[config.mk]
export PLATFORM = sky130hd
export DESIGN_NAME = gray_encoder_pipe
export DESIGN_NICKNAME = d
export VERILOG_FILES = /design/src/rtl/gray_pkg.sv /design/src/rtl/therm_to_bin.sv /design/src/rtl/gray_encoder_pipe.sv
export SDC_FILE = /design/constraint.sdc
export NUM_CORES = 1
export LEC_CHECK = 0
export ABC_AREA = 1
export CAP_MARGIN = 10
export CORE_UTILIZATION = 50
export CTS_CLUSTER_SIZE = 28
export DETAILED_ROUTE_END_ITERATION = 8
export GPL_TIMING_DRIVEN = 0
export PLACE_DENSITY = 0.84
export SLEW_MARGIN = 20
export SYNTH_ARGS = -nofsm -noshare
export SYNTH_HDL_FRONTEND = slang
export SYNTH_HIERARCHICAL = 1
export SYNTH_SLANG_ARGS = --single-unit
[constraint.sdc]
create_clock -name clk -period 8.1 [get_ports clk]
set_input_delay 2.025 -clock clk [delete_from_list [all_inputs] [get_ports clk]]
set_output_delay 2.025 -clock clk [all_outputs]
set_load 0.02 [all_outputs]
[src/rtl/gray_pkg.sv]
package gray_pkg;

  localparam int MAX_W = 6;
  localparam int MAX_T = 63;

  function automatic int T_OF(input int w);
    return (2 ** w) - 1;
  endfunction

  function automatic logic [MAX_W-1:0] bin2gray(input logic [MAX_W-1:0] b);
    return b ^ (b >> 1);
  endfunction

  function automatic logic therm_is_valid(input logic [MAX_T-1:0] t);
    logic [MAX_T:0] x;
    x = {1'b0, t};
    return ((x & (x + {{MAX_T{1'b0}}, 1'b1})) == '0);
  endfunction

endpackage

[src/rtl/therm_to_bin.sv]
module therm_to_bin
  import gray_pkg::*;
#(
  parameter int W = 3,
  parameter int T = T_OF(W)
) (
  input  logic [T-1:0] therm,
  output logic [W-1:0] bin,
  output logic         err
);

  always_comb begin
    bin = '0;
    for (int i = 0; i < T; i++) begin
      bin = bin + W'(therm[i]);
    end
    err = !therm_is_valid(MAX_T'(therm));
  end

endmodule

[src/rtl/gray_encoder_pipe.sv]
module gray_encoder_pipe
  import gray_pkg::*;
#(
  parameter int W   = 3,
  parameter int T   = T_OF(W),
  parameter int ECW = 8
) (
  input  logic           clk,
  input  logic           rst,
  input  logic           en,
  input  logic           mode,
  input  logic           in_valid,
  output logic           in_ready,
  input  logic [W-1:0]   bin_in,
  input  logic [T-1:0]   therm_in,
  output logic           out_valid,
  input  logic           out_ready,
  output logic [W-1:0]   gray_out,
  output logic           bubble_err,
  output logic [ECW-1:0] err_count
);

  function automatic logic [ECW-1:0] sat_inc(input logic [ECW-1:0] c);
    return (&c) ? c : c + ECW'(1);
  endfunction

  logic           vld_p1;
  logic [W-1:0]   bin_p1;
  logic           err_p1;
  logic           vld_p2;
  logic [W-1:0]   gray_p2;
  logic           berr_p2;
  logic [ECW-1:0] err_cnt_p2;

  logic           s2_load;
  logic           in_fire;
  logic           out_fire;
  logic [W-1:0]   therm_bin;
  logic           therm_err;
  logic [W-1:0]   bin_s1;
  logic           err_s1;

  therm_to_bin #(
    .W (W),
    .T (T)
  ) u_therm_to_bin (
    .therm (therm_in),
    .bin   (therm_bin),
    .err   (therm_err)
  );

  always_comb begin
    s2_load  = vld_p1 && (!vld_p2 || out_ready);
    in_ready = !vld_p1 || s2_load;
    in_fire  = in_valid && in_ready;
    out_fire = vld_p2 && out_ready;
    bin_s1   = '0;
    err_s1   = 1'b0;
    if (en) begin
      if (mode) begin
        bin_s1 = therm_bin;
        err_s1 = therm_err;
      end else begin
        bin_s1 = bin_in;
      end
    end
  end

  // ---- stage 1: capture input word as binary value plus bubble flag ----
  always_ff @(posedge clk) begin
    if (rst) begin
      vld_p1 <= 1'b0;
    end else if (in_fire) begin
      vld_p1 <= 1'b1;
    end else if (s2_load) begin
      vld_p1 <= 1'b0;
    end
  end

  always_ff @(posedge clk) begin
    if (in_fire) begin
      bin_p1 <= bin_s1;
      err_p1 <= err_s1;
    end
  end

  // ---- stage 2: Gray conversion, output register and error counter ----
  always_ff @(posedge clk) begin
    if (rst) begin
      vld_p2  <= 1'b0;
      gray_p2 <= '0;
      berr_p2 <= 1'b0;
    end else if (s2_load) begin
      vld_p2  <= 1'b1;
      gray_p2 <= W'(bin2gray(MAX_W'(bin_p1)));
      berr_p2 <= err_p1;
    end else if (out_fire) begin
      vld_p2  <= 1'b0;
    end
  end

  always_ff @(posedge clk) begin
    if (rst) begin
      err_cnt_p2 <= '0;
    end else if (out_fire && berr_p2) begin
      err_cnt_p2 <= sat_inc(err_cnt_p2);
    end
  end

  assign out_valid  = vld_p2;
  assign gray_out   = gray_p2;
  assign bubble_err = berr_p2;
  assign err_count  = err_cnt_p2;

endmodule

## Yosys cells after proc, flatten, opt, wreduce, memory -nomap -nowiden

Index checks and enable logic that the tools add are counted.

| storage, ports and cells | value |
|---|---|
| register bits | 18 |
| bits in latches | 0 |
| bits in writable memories | 0 |
| bits in read-only memories | 0 |
| input bits | 16 |
| logic and storage cells | 38 |
| memories | 0 |

| cells by class | value |
|---|---|
| $add $sub $neg | 8 |
| $mul | 0 |
| div/mod/pow operators | 0 |
| order comparisons | 0 |
| equal/unequal tests | 0 |
| shift-type cells | 0 |
| muxes and demuxes | 5 |
| bitwise logic cells | 3 |
| reduce and logical (&&, ||, !) cells | 15 |

Operators with widths:

| cell | count |
|---|---|
| 7-bit by 64-bit bitwise AND with 64-bit output | 1 |
| 64-bit logical NOT | 1 |
| 3-bit by 1-bit adder with 3-bit output | 5 |
| 7-bit by 1-bit adder with 8-bit output (second input constant) | 1 |
| 8-bit by 1-bit adder with 8-bit output (second input constant) | 1 |
| 8-bit AND reduction | 1 |
| 1-bit logical AND | 4 |
| 1-bit two-way mux | 4 |
| 2-bit AND reduction | 2 |
| 2-bit nonzero test | 2 |
| 1-bit logical NOT | 3 |
| 3-bit two-way mux | 1 |
| 3-bit by 2-bit bitwise XOR with 3-bit output | 1 |
| 1-bit by 1-bit adder with 2-bit output | 1 |
| 1-bit logical OR | 2 |
| 1-bit inverter | 1 |

## Depth between registers and ports, before layout

| logic depth | value |
|---|---|
| word-level depth | 7 |
| depth in mapped cells | 8 |
| depth with buffers taken out | 8 |

## Cells and area by module

The synthesis kept the hierarchy.

By module, submodules not included:

| module | times used | cells each | area an instance (µm²) | sequential area each (µm²) |
|---|---|---|---|---|
| gray_encoder_pipe | 1 | 109 | 842.1 | 400.4 |
| therm_to_bin | 1 | 28 | 192.7 | 0.0 |

## Worst setup path after synthesis

No wires, ideal clock.

| timing path | value |
|---|---|
| kind | in2out |
| from | input out_ready |
| to | output in_ready |
| arrival time | 2,278 ps |
| path slack | 3,797 ps |
| cell stages on the path | 2 |
| buffers on the path | 0 |
| cells stage by stage | inv_1 nand3_1 |

| between the ends | value |
|---|---|
| longest elaborated chain between the ends | 3 |

RTL lines:

| item | line | RTL |
|---|---|---|
| start: declaration | gray_encoder_pipe.sv:17 | `input logic out_ready,` |
| 1-bit logical OR | gray_encoder_pipe.sv:53 | `s2_load = vld_p1 && (!vld_p2 \|\| out_ready);` |
| 1-bit logical AND | gray_encoder_pipe.sv:53 |  |
| 1-bit logical OR | gray_encoder_pipe.sv:54 | `in_ready = !vld_p1 \|\| s2_load;` |
| end: declaration | gray_encoder_pipe.sv:13 | `output logic in_ready,` |

No other way between the ends.

## Worst setup path after layout

Same ends and word-level chain as after synthesis.

==> metrics.md <==
| Metric | Value |
|---|---|
| Worst VDD drop | `0.0736 mV` |
| Area grow syn2layout | `33.9%` |
| Critical Path Fanout Max | `3` |
| Post-Syn Instances | `137` |
| Cts bufs inserted | `3` |
| Fraction of layout cells with a size suffix above 1 | `7.06%` |
| Antenna violations before repair | `0` |
| CP dominant cell by count | `clkdlybuf4s50_1` |
| Crit path DAT | `3.29 ns` |
| Clk root buf | `clkbuf_4` |
| Seq/Total Area, Yosys | `38.7%` |
| Die area | `2260 µm²` |
| I/O pin count | `30` |
| RSZ-0062 raised after global routing | `no` |
| Syn_nets | `160` |
| Die W | `47.5 µm` |
| CP Buf/Inv Count | `3` |
| Clock Latency Late Sink | `0.30 ns` |
| Pre-Repair DR Iteration Count | `4` |
| CTS clk-pin slew, worst paths | `0.10 ns` |
| Routed len/inst | `9.85 µm` |
| Final Util | `70.6%` |
| Gpl congestion | `0.822` |
| Initial drt markers | `12` |
| Setup_tns | `0 ns` |
| H-tree depth | `1` |
| Final WL | `1.94 mm` |
| Syn. warnings | `6` |
| ANT nets after route | `0` |
| Area leader, netlist | `dfxtp_1` |
| Worst-path cell with the longest stage delay | `clkdlybuf4s50_1` |
| WS Path Type | `input pin to primary output` |
| Largest stage delay, worst path | `0.63 ns` |
| Gr usage total | `18.7%` |
| Clock sink total | `18` |
| Synth area leaders | `dfxtp_1 27%, edfxtp_1 12%, nand2_1 8.3%` |
| Hold WC Path Type | `register to register` |
| Outcome | `completed` |
| Die height | `47.5 µm` |
| Post-route cell area | `1390 µm²` |
| Clock Tree Buf Depth | `2` |
| Max_cap viols | `0` |
| Initial Util | `52.7%` |
| Setup Skew | `0.00383 ns` |
| Crit-path cells | `clkdlybuf4s50_1 > inv_1 > nand3_1 > clkdlybuf4s50_1` |
| Hpwl dp | `1.58 mm` |
| Post-Syn Area | `1030 µm²` |
| GR Overflow Total | `0` |
| LEAKAGE | `0.629 nW` |
| Placed inst area | `1360 µm²` |
| Slew @ Worst Pin | `0.250 ns` |
| Crit path time final | `5.32 ns` |
| PortBufs | `29` |
| First-pass GRT wire length | `2.86 mm` |
| Final period utilization | `65.7%` |
| Fin nets | `194` |
| Register bit total from synthesis | `18` |
| Ant diodes | `0` |
| Setup violators final | `0` |
| Yosys cell types | `22` |
| Top-area cell type share of the netlist area | `27.1%` |
| Slew Limit Fails | `0` |
| Via Count | `942` |
| CTS tree | `done` |
| Via/cell ratio | `4.78` |
| Pwr per Cell Area | `130 nW/µm²` |
| Worst EP required | `6.08 ns` |
| Largest net degree at the start of global routing | `11` |
| Gates resized, CTS repair | `0` |
| Top delay family on crit path | `buffers and inverters` |
| Syn_area_per_cell | `7.55 µm²` |
| Hold Fails Final Rpt | `0` |
| Postcts setup bufs | `0` |
| Hold_buf cts | `0` |
| Vias in the first global route | `730` |
| Fmax | `188 MHz` |
| Total core area | `1960 µm²` |
| Slew headroom | `83.3%` |
| Worst Setup Start Kind | `input pin` |
| # DRC | `0` |
| Row count | `16` |
| CP endpoint kind | `primary output` |
==> routing by layer <==
metal | vias to the layer above | wire (µm) | global-route usage (%)
li1 | 491 | - | -
met5 | - | 0 | 0
met4 | 0 | 64 | 12.0
met3 | 7 | 83 | 3.40
met1 | 416 | 790 | 21.2
met2 | 28 | 1000 | 32.3
==> through the flow <==
step	std cells	power, mW	hold WS (ns)	setup WS [ns]
after floorplan	137	0.120	0.494	3.80
after global placement	193	0.136	0.449	2.79
after detailed placement	193	0.137	0.455	2.77
after CTS	197	0.182	0.470	2.77
after global routing	197	0.191	0.496	2.75
final	197	0.181	0.467	2.78
==> cells in the final DEF (no fill, tap or decap) <==
master / synthesis / layout
o21ai_0: 8 / 8
nor3_1: 1 / 1
xor2_1: 2 / 2
dfxtp_1: 14 / 14
nor2_1: 22 / 22
nand2_2: 3 / 3
nor2_4: 1 / 1
edfxtp_1: 4 / 4
ha_1: 3 / 3
inv_2: 2 / 2
inv_1: 22 / 22
nand4_1: 1 / 1
nand3_1: 10 / 10
clkdlybuf4s50_1: 0 / 29
fa_1: 4 / 4
nand3b_1: 1 / 1
xnor2_1: 2 / 2
a21oi_1: 9 / 9
and3_1: 1 / 1
clkbuf_4: 0 / 3
nand2_4: 2 / 2
nand2_1: 23 / 23
nor2_2: 1 / 1
clkinv_1: 1 / 2
==> tightest hold or removal path, stage by stage (launching register included) <==
cell     delay, ns
dfxtp_1       0.33
inv_1         0.05
a21oi_1       0.05
==> power by group <==
| part | switching, mW | internal, mW |
|---|---|---|
| registers | 0.00236 | 0.0963 |
| logic | 0.0176 | 0.0186 |
| clock network | 0.0277 | 0.0180 |
==> flip-flops by register name, summed over array words and instances (netlist names) <==
name        count
gray_out        3
bubble_err      1
err_p1          1
bin_p1          3
vld_p1          1
out_valid       1
err_count       8
==> cell families after synthesis <==
group,count (synthesis),share of synthesized area (%)
buf+inv,25,9.07
simple gates,66,29.3
fa+ha+maj,7,11.4
xor+xnor,4,3.39
compound gates,17,8.22
flops,18,38.7
==> worst paths after layout <==
path | startpoint | to | slack [ns] | cells past startpoint
min reg2reg | bubble_err | bubble_err | 0.47 | 2
max reg2reg | err_count[0] | err_count[4] | 6.79 | 8
max | out_ready | in_ready | 2.78 | 4
min | bubble_err | bubble_err | 0.47 | 2
==> synthesized netlist by cell type, drive strengths merged <==
master and n:
nand2 28, inv 24, nor2 24, dfxtp 14, nand3 10, a21oi 9, o21ai 8, edfxtp 4
fa 4, ha 3, xnor2 2, xor2 2, and3 1, clkinv 1, nand3b 1, nand4 1
nor3 1
==> layout make-up <==
class / instances / area (µm²)
timing repair buffer: 29 / 290
clock inverter: 1 / 3.75
tap: 27 / 33.8
sequential: 18 / 400
fill: 171 / 577
multi-input combinational: 94 / 541
inverter: 25 / 93.8
clock buffer: 3 / 22.5
(Power assumes the default switching activity.)
